### src/rtl/cla_subtractor_seq.sv
// ---------------------------------------------------------------------------
// cla_subtractor_seq
//   Sequential N-bit subtractor: diff = a - b, computed as a + ~b + 1 one
//   4-bit slice per cycle through a single carry_look_ahead_4bit instance.
//   The carry out of each slice is registered and fed into the next slice.
//   The final carry out is inverted to give the unsigned borrow.
//
//   Handshake (both sides): a transfer happens on a rising clk_in edge where
//   valid and ready are both 1. The producer holds its data stable while
//   valid is 1. The upstream side is ready only in IDLE. The downstream side
//   sees valid_out only in HOLD, and the result stays stable until ready_in
//   is sampled high.
//
//   Optional feature: define CLA_SUB_OVERFLOW_EN to add the ovf_out port and
//   the signed-overflow flag. Without it, neither the port nor the logic
//   exists.
//
// Ports
//   clk_in        in   1  clock, rising edge
//   rst_in        in   1  synchronous active-high reset
//   valid_in      in   1  operands valid
//   ready_out     out  1  block can accept operands (IDLE)
//   a_in          in   N  minuend
//   b_in          in   N  subtrahend
//   valid_out     out  1  diff_out/borrow_out valid (HOLD)
//   ready_in      in   1  consumer accepts result
//   diff_out      out  N  a - b modulo 2^N
//   borrow_out    out  1  1 iff a < b (unsigned)
//   ovf_out       out  1  signed overflow (CLA_SUB_OVERFLOW_EN only)
//   state_dbg_out out  2  current FSM state (IDLE=0, CALC=1, HOLD=2)
// ---------------------------------------------------------------------------

// 4-bit carry-lookahead adder slice
module carry_look_ahead_4bit (
    input  logic [3:0] a_in,
    input  logic [3:0] b_in,
    input  logic       c_in,
    output logic [3:0] sum_out,
    output logic       c_out
);
    logic [3:0] g;
    logic [3:0] p;
    logic [4:0] c;

    assign g = a_in & b_in;
    assign p = a_in ^ b_in;

    assign c[0] = c_in;
    assign c[1] = g[0] | (p[0] & c[0]);
    assign c[2] = g[1] | (p[1] & g[0]) | (p[1] & p[0] & c[0]);
    assign c[3] = g[2] | (p[2] & g[1]) | (p[2] & p[1] & g[0])
                | (p[2] & p[1] & p[0] & c[0]);
    assign c[4] = g[3] | (p[3] & g[2]) | (p[3] & p[2] & g[1])
                | (p[3] & p[2] & p[1] & g[0])
                | (p[3] & p[2] & p[1] & p[0] & c[0]);

    assign sum_out = p ^ c[3:0];
    assign c_out   = c[4];
endmodule

module cla_subtractor_seq #(
    parameter int N = 16
) (
    input  logic         clk_in,
    input  logic         rst_in,
    input  logic         valid_in,
    output logic         ready_out,
    input  logic [N-1:0] a_in,
    input  logic [N-1:0] b_in,
    output logic         valid_out,
    input  logic         ready_in,
    output logic [N-1:0] diff_out,
    output logic         borrow_out,
`ifdef CLA_SUB_OVERFLOW_EN
    output logic         ovf_out,
`endif
    output logic [1:0]   state_dbg_out
);
    localparam int SLICES = N / 4;
    localparam int KW     = (SLICES > 1) ? $clog2(SLICES) : 1;
    localparam logic [KW-1:0] K_LAST = KW'(SLICES - 1);

    if ((N % 4) != 0 || N < 4) begin : g_bad_n
        $error("cla_subtractor_seq: N must be a multiple of 4 and >= 4");
    end

    typedef enum logic [1:0] {
        IDLE = 2'd0,
        CALC = 2'd1,
        HOLD = 2'd2
    } state_e;

    state_e        state_q, state_d;
    logic [N-1:0]  a_q, a_d;
    logic [N-1:0]  nb_q, nb_d;      // subtrahend stored already inverted
    logic [N-1:0]  diff_q, diff_d;
    logic          borrow_q, borrow_d;
    logic          carry_q, carry_d;
    logic [KW-1:0] k_q, k_d;
`ifdef CLA_SUB_OVERFLOW_EN
    logic          ovf_q, ovf_d;
`endif

    logic [3:0] slice_a;
    logic [3:0] slice_nb;
    logic [3:0] slice_sum;
    logic       slice_c;

    assign slice_a  = a_q[k_q*4 +: 4];
    assign slice_nb = nb_q[k_q*4 +: 4];

    carry_look_ahead_4bit u_cla (
        .a_in    (slice_a),
        .b_in    (slice_nb),
        .c_in    (carry_q),
        .sum_out (slice_sum),
        .c_out   (slice_c)
    );

    always_ff @(posedge clk_in) begin
        if (rst_in) begin
            state_q  <= IDLE;
            a_q      <= '0;
            nb_q     <= '0;
            diff_q   <= '0;
            borrow_q <= 1'b0;
            carry_q  <= 1'b1;
            k_q      <= '0;
`ifdef CLA_SUB_OVERFLOW_EN
            ovf_q    <= 1'b0;
`endif
        end else begin
            state_q  <= state_d;
            a_q      <= a_d;
            nb_q     <= nb_d;
            diff_q   <= diff_d;
            borrow_q <= borrow_d;
            carry_q  <= carry_d;
            k_q      <= k_d;
`ifdef CLA_SUB_OVERFLOW_EN
            ovf_q    <= ovf_d;
`endif
        end
    end

    always_comb begin
        state_d  = state_q;
        a_d      = a_q;
        nb_d     = nb_q;
        diff_d   = diff_q;
        borrow_d = borrow_q;
        carry_d  = carry_q;
        k_d      = k_q;
`ifdef CLA_SUB_OVERFLOW_EN
        ovf_d    = ovf_q;
`endif
        unique case (state_q)
            IDLE: begin
                if (valid_in) begin
                    a_d      = a_in;
                    nb_d     = ~b_in;
                    diff_d   = '0;
                    borrow_d = 1'b0;
                    carry_d  = 1'b1;   // the +1 of the two's complement
                    k_d      = '0;
`ifdef CLA_SUB_OVERFLOW_EN
                    ovf_d    = 1'b0;
`endif
                    state_d  = CALC;
                end
            end
            CALC: begin
                diff_d[k_q*4 +: 4] = slice_sum;
                carry_d            = slice_c;
                if (k_q == K_LAST) begin
                    // No carry out of the top slice means a < b.
                    borrow_d = ~slice_c;
`ifdef CLA_SUB_OVERFLOW_EN
                    // Operand signs differ and the result sign differs from a.
                    ovf_d    = (a_q[N-1] ^ ~nb_q[N-1]) & (a_q[N-1] ^ slice_sum[3]);
`endif
                    state_d  = HOLD;
                end else begin
                    k_d = k_q + KW'(1);
                end
            end
            HOLD: begin
                if (ready_in) begin
                    state_d = IDLE;
                end
            end
            default: begin
                state_d = IDLE;
            end
        endcase
    end

    assign ready_out     = (state_q == IDLE);
    assign valid_out     = (state_q == HOLD);
    assign diff_out      = diff_q;
    assign borrow_out    = borrow_q;
    assign state_dbg_out = state_q;
`ifdef CLA_SUB_OVERFLOW_EN
    assign ovf_out       = ovf_q;
`endif
endmodule

### config.mk
export PLATFORM = sky130hd
export DESIGN_NAME = cla_subtractor_seq
export DESIGN_NICKNAME = d
export VERILOG_FILES = /design/src/rtl/cla_subtractor_seq.sv
export SDC_FILE = /design/constraint.sdc
export NUM_CORES = 1
export LEC_CHECK = 0
export BUFFER_PORTS_ARGS = -buffer_cell sky130_fd_sc_hd__buf_2
export CAP_MARGIN = 25
export CORE_MARGIN = 3
export CORE_UTILIZATION = 32
export CTS_CLUSTER_SIZE = 30
export DETAILED_ROUTE_END_ITERATION = 7
export GPL_TIMING_DRIVEN = 0
export PLACE_DENSITY = 0.61
export SLEW_MARGIN = 20
export SYNTH_ARGS = -nofsm -noshare
export SYNTH_HDL_FRONTEND = slang
export SYNTH_HIERARCHICAL = 1
export SYNTH_SLANG_ARGS = --single-unit
### constraint.sdc
create_clock -name clk_in -period 7.3 [get_ports clk_in]
set_clock_uncertainty 0.05 [all_clocks]
set_input_delay 0.365 -clock clk_in [delete_from_list [all_inputs] [get_ports clk_in]]
set_output_delay 0.365 -clock clk_in [all_outputs]
set_load 0.02 [all_outputs]
==> flow_summary.ini <==
[status]
status = complete, no violations

[placed_design]
dpl_cell_area_um2 = 2930
port-buffer-count = 55
dp.final_hpwl_mm = 4.40
place_inst = 402
place_congestion = 0.810
post-place-ws_ps = 4290

[flow_run]
maxCapViolations = 0

[layout]
fillCellCount = 785
drive_gt1_share_pct = 36.8
n_antenna_cell = 0
areaGrowthSynthToFinish_pct = 19.0
nNetsFinal = 357
utilization_pct = 40.4
stdcell_count = 409
fin_area_um2 = 3010

[power_and_ir_drop]
power_density_nw_per_um2 = 195
power.leakage_nw = 1.23
ir_drop_mv = 0.0722

[min_path]
min_from = b_in[10]
min_path_type = input pin to flip-flop

[logic_synthesis]
yosysSeqAreaShare_pct = 42.8
syn_area_um2 = 2530
synth-async-reset-ratio_pct = 0
synth_cells = 248
syn_nets = 295
synth_most_common_cell = dfxtp_1
synthDistinctLibCells = 38
synth_top_area_cell = dfxtp_1
synth_commonest_cells = dfxtp_1, nand2_1, nor2_1
yosys_warnings = 6
yosysTopAreaCellShare_pct = 42.8
synthFlopType = dfxtp_1
postSynthAreaPerCell_um2 = 10.2
ys_top_cells_by_area = dfxtp_1, mux4_2, a211oi_1
synth_edf_count = 0
synth-seq-cells = 54

[detailed_routing]
dr_total_vias = 1989
routed_wl_mm = 5.77
firstDrtPassIters = 4
drt-met1-wl_mm = 2.77
postRouteAntennaNets = 0
top_signal_layer_used = met4
drtIter0Drc = 73
vias_per_cell = 4.86
wl_met2_mm = 2.62
post_drt_wl_per_cell_um = 14.1
drc_errors = 0
dr_wl_met3_um = 316

[timing]
drv_slew = 0
worst_slew_pin_slew_ps = 571
slew_headroom_pct = 62.0
fmax_mhz = 333
fin_crit_ps = 3010
setup_viol = 0
grt_setup_unrepaired = no
fin_crit_sh_pct = 41.2
setup_ws_ps = 4290
setup_tns_ps = 0
hold_viol = 0

[clocking]
cts_made_buffers = 5
cts_buffer_depth = 2
cts-root-buf = clkbuf_8
postCtsSetupBuffers = 0
h-tree-depth = 2
clkTransAtPathRegs_ps = 90
postCtsHoldBufs = 0
clk_latency_ps = 300
cts_tree = yes
clock_sinks = 54
cts_resized = 0

[worst_setup_path]
start_kind = flip-flop
endpoint = diff_out[14]
r2r-end = diff_out[14]
cp_max_fo = 10
cp_data_arrival_time_ps = 3200
cp-end-kind = flip-flop
rrSetupSlack_ps = 4290
critPathKind = flip-flop to flip-flop
worst_r2r_startpoint = k_q[0]
rr_worst_depth = 9
required_ps = 7500
crit_start = k_q[0]

[global_routing]
track_usage_pct = 13.7
grt_max_degree = 16
gr-total-overflow = 0
grt_pass1_vias = 1988
grt_pass1_wl_mm = 9.67
antenna_found_initial = 0

[die]
die_area_um2 = 9000
rows = 31
die_w_um = 94.9
core_area_um2 = 7450
start_util_pct = 33.9
pin_count = 57
die_y_um = 94.9
through the flow:
step / total power [mW] / hold slack, ps
after detailed placement: 0.433 / 392
after global routing: 0.619 / 169
after CTS: 0.591 / 173
after floorplan: 0.400 / 383
final: 0.585 / 175
after global placement: 0.431 / 388
worst max-delay path: stages (launching register included):
cell and delay, ps:
dfxtp_1 550, buf_2 380, mux4_2 580, ha_1 300, a21o_1 190, a21oi_1 170, xnor2_1 190, nand2b_1 140
or2_2 290, o2bb2ai_1 110
layout by cell type (no fill, tap or decap), types with 9 or more instances in the layout:
master | netlist | final
nand2_2 | 10 | 10
nand2_1 | 28 | 28
o2bb2ai_1 | 12 | 12
nor2_1 | 20 | 20
a21oi_2 | 14 | 14
dfxtp_1 | 54 | 54
buf_2 | 7 | 62
ha_1 | 10 | 10
a21oi_1 | 9 | 9
a211oi_1 | 17 | 17
layout make-up:
type | instances | area (um2) | share of cell area [%]
inverters | 8 | 30.0 | 0.999
flip-flops and latches | 54 | 1080 | 36.0
multi-input cells | 169 | 1290 | 43.0
clock buffers | 6 | 72.6 | 2.41
plain buffers | 17 | 121 | 4.04
well taps | 99 | 124 | 4.12
clock inverters | 1 | 7.51 | 0.250
repair buffers | 55 | 275 | 9.16
state kept, by name (all words and copies together) (netlist names):
register / count
state_dbg_out: 2
nb_q: 16
carry_q: 1
borrow_out: 1
diff_out: 16
k_q: 2
a_q: 16
cells by family (layout without fill, tap and decap cells):
| kind of cell | Yosys count | in the layout | synth area share, % |
|---|---|---|---|
| xor gates and xnor gates | 3 | 3 | 1.04 |
| and+or+nand+nor | 78 | 78 | 15.6 |
| muxes | 12 | 12 | 8.92 |
| AOI/OAI and AO/OA | 65 | 65 | 19.9 |
| adders and majority gates | 11 | 11 | 5.75 |
| DFF | 54 | 54 | 42.8 |
| buffers and inverters | 25 | 87 | 5.99 |
where the power goes:
| group | internal, mW | switching (mW) |
|---|---|---|
| Combinational | 0.0471 | 0.0586 |
| Clock | 0.0660 | 0.0940 |
| Sequential | 0.310 | 0.00955 |
| Total | 0.423 | 0.162 |
layer usage:
layer	global-route usage, %	vias to the layer above
met3	3.35	8
met1	18.5	920
li1	-	1009
met4	3.25	0
met5	0	-
met2	22.3	52
worst min-delay path by stage:
stage | depth (start not counted) | slack [ps] | to
detailed placement | 1 | 390 | diff_out[13]
floorplan | 2 | 380 | a_q[15]
CTS | 2 | 170 | nb_q[10]
global placement | 2 | 390 | a_q[2]
global route | 2 | 170 | nb_q[12]
finish | 2 | 180 | nb_q[10]
(Power assumes the default switching activity.)
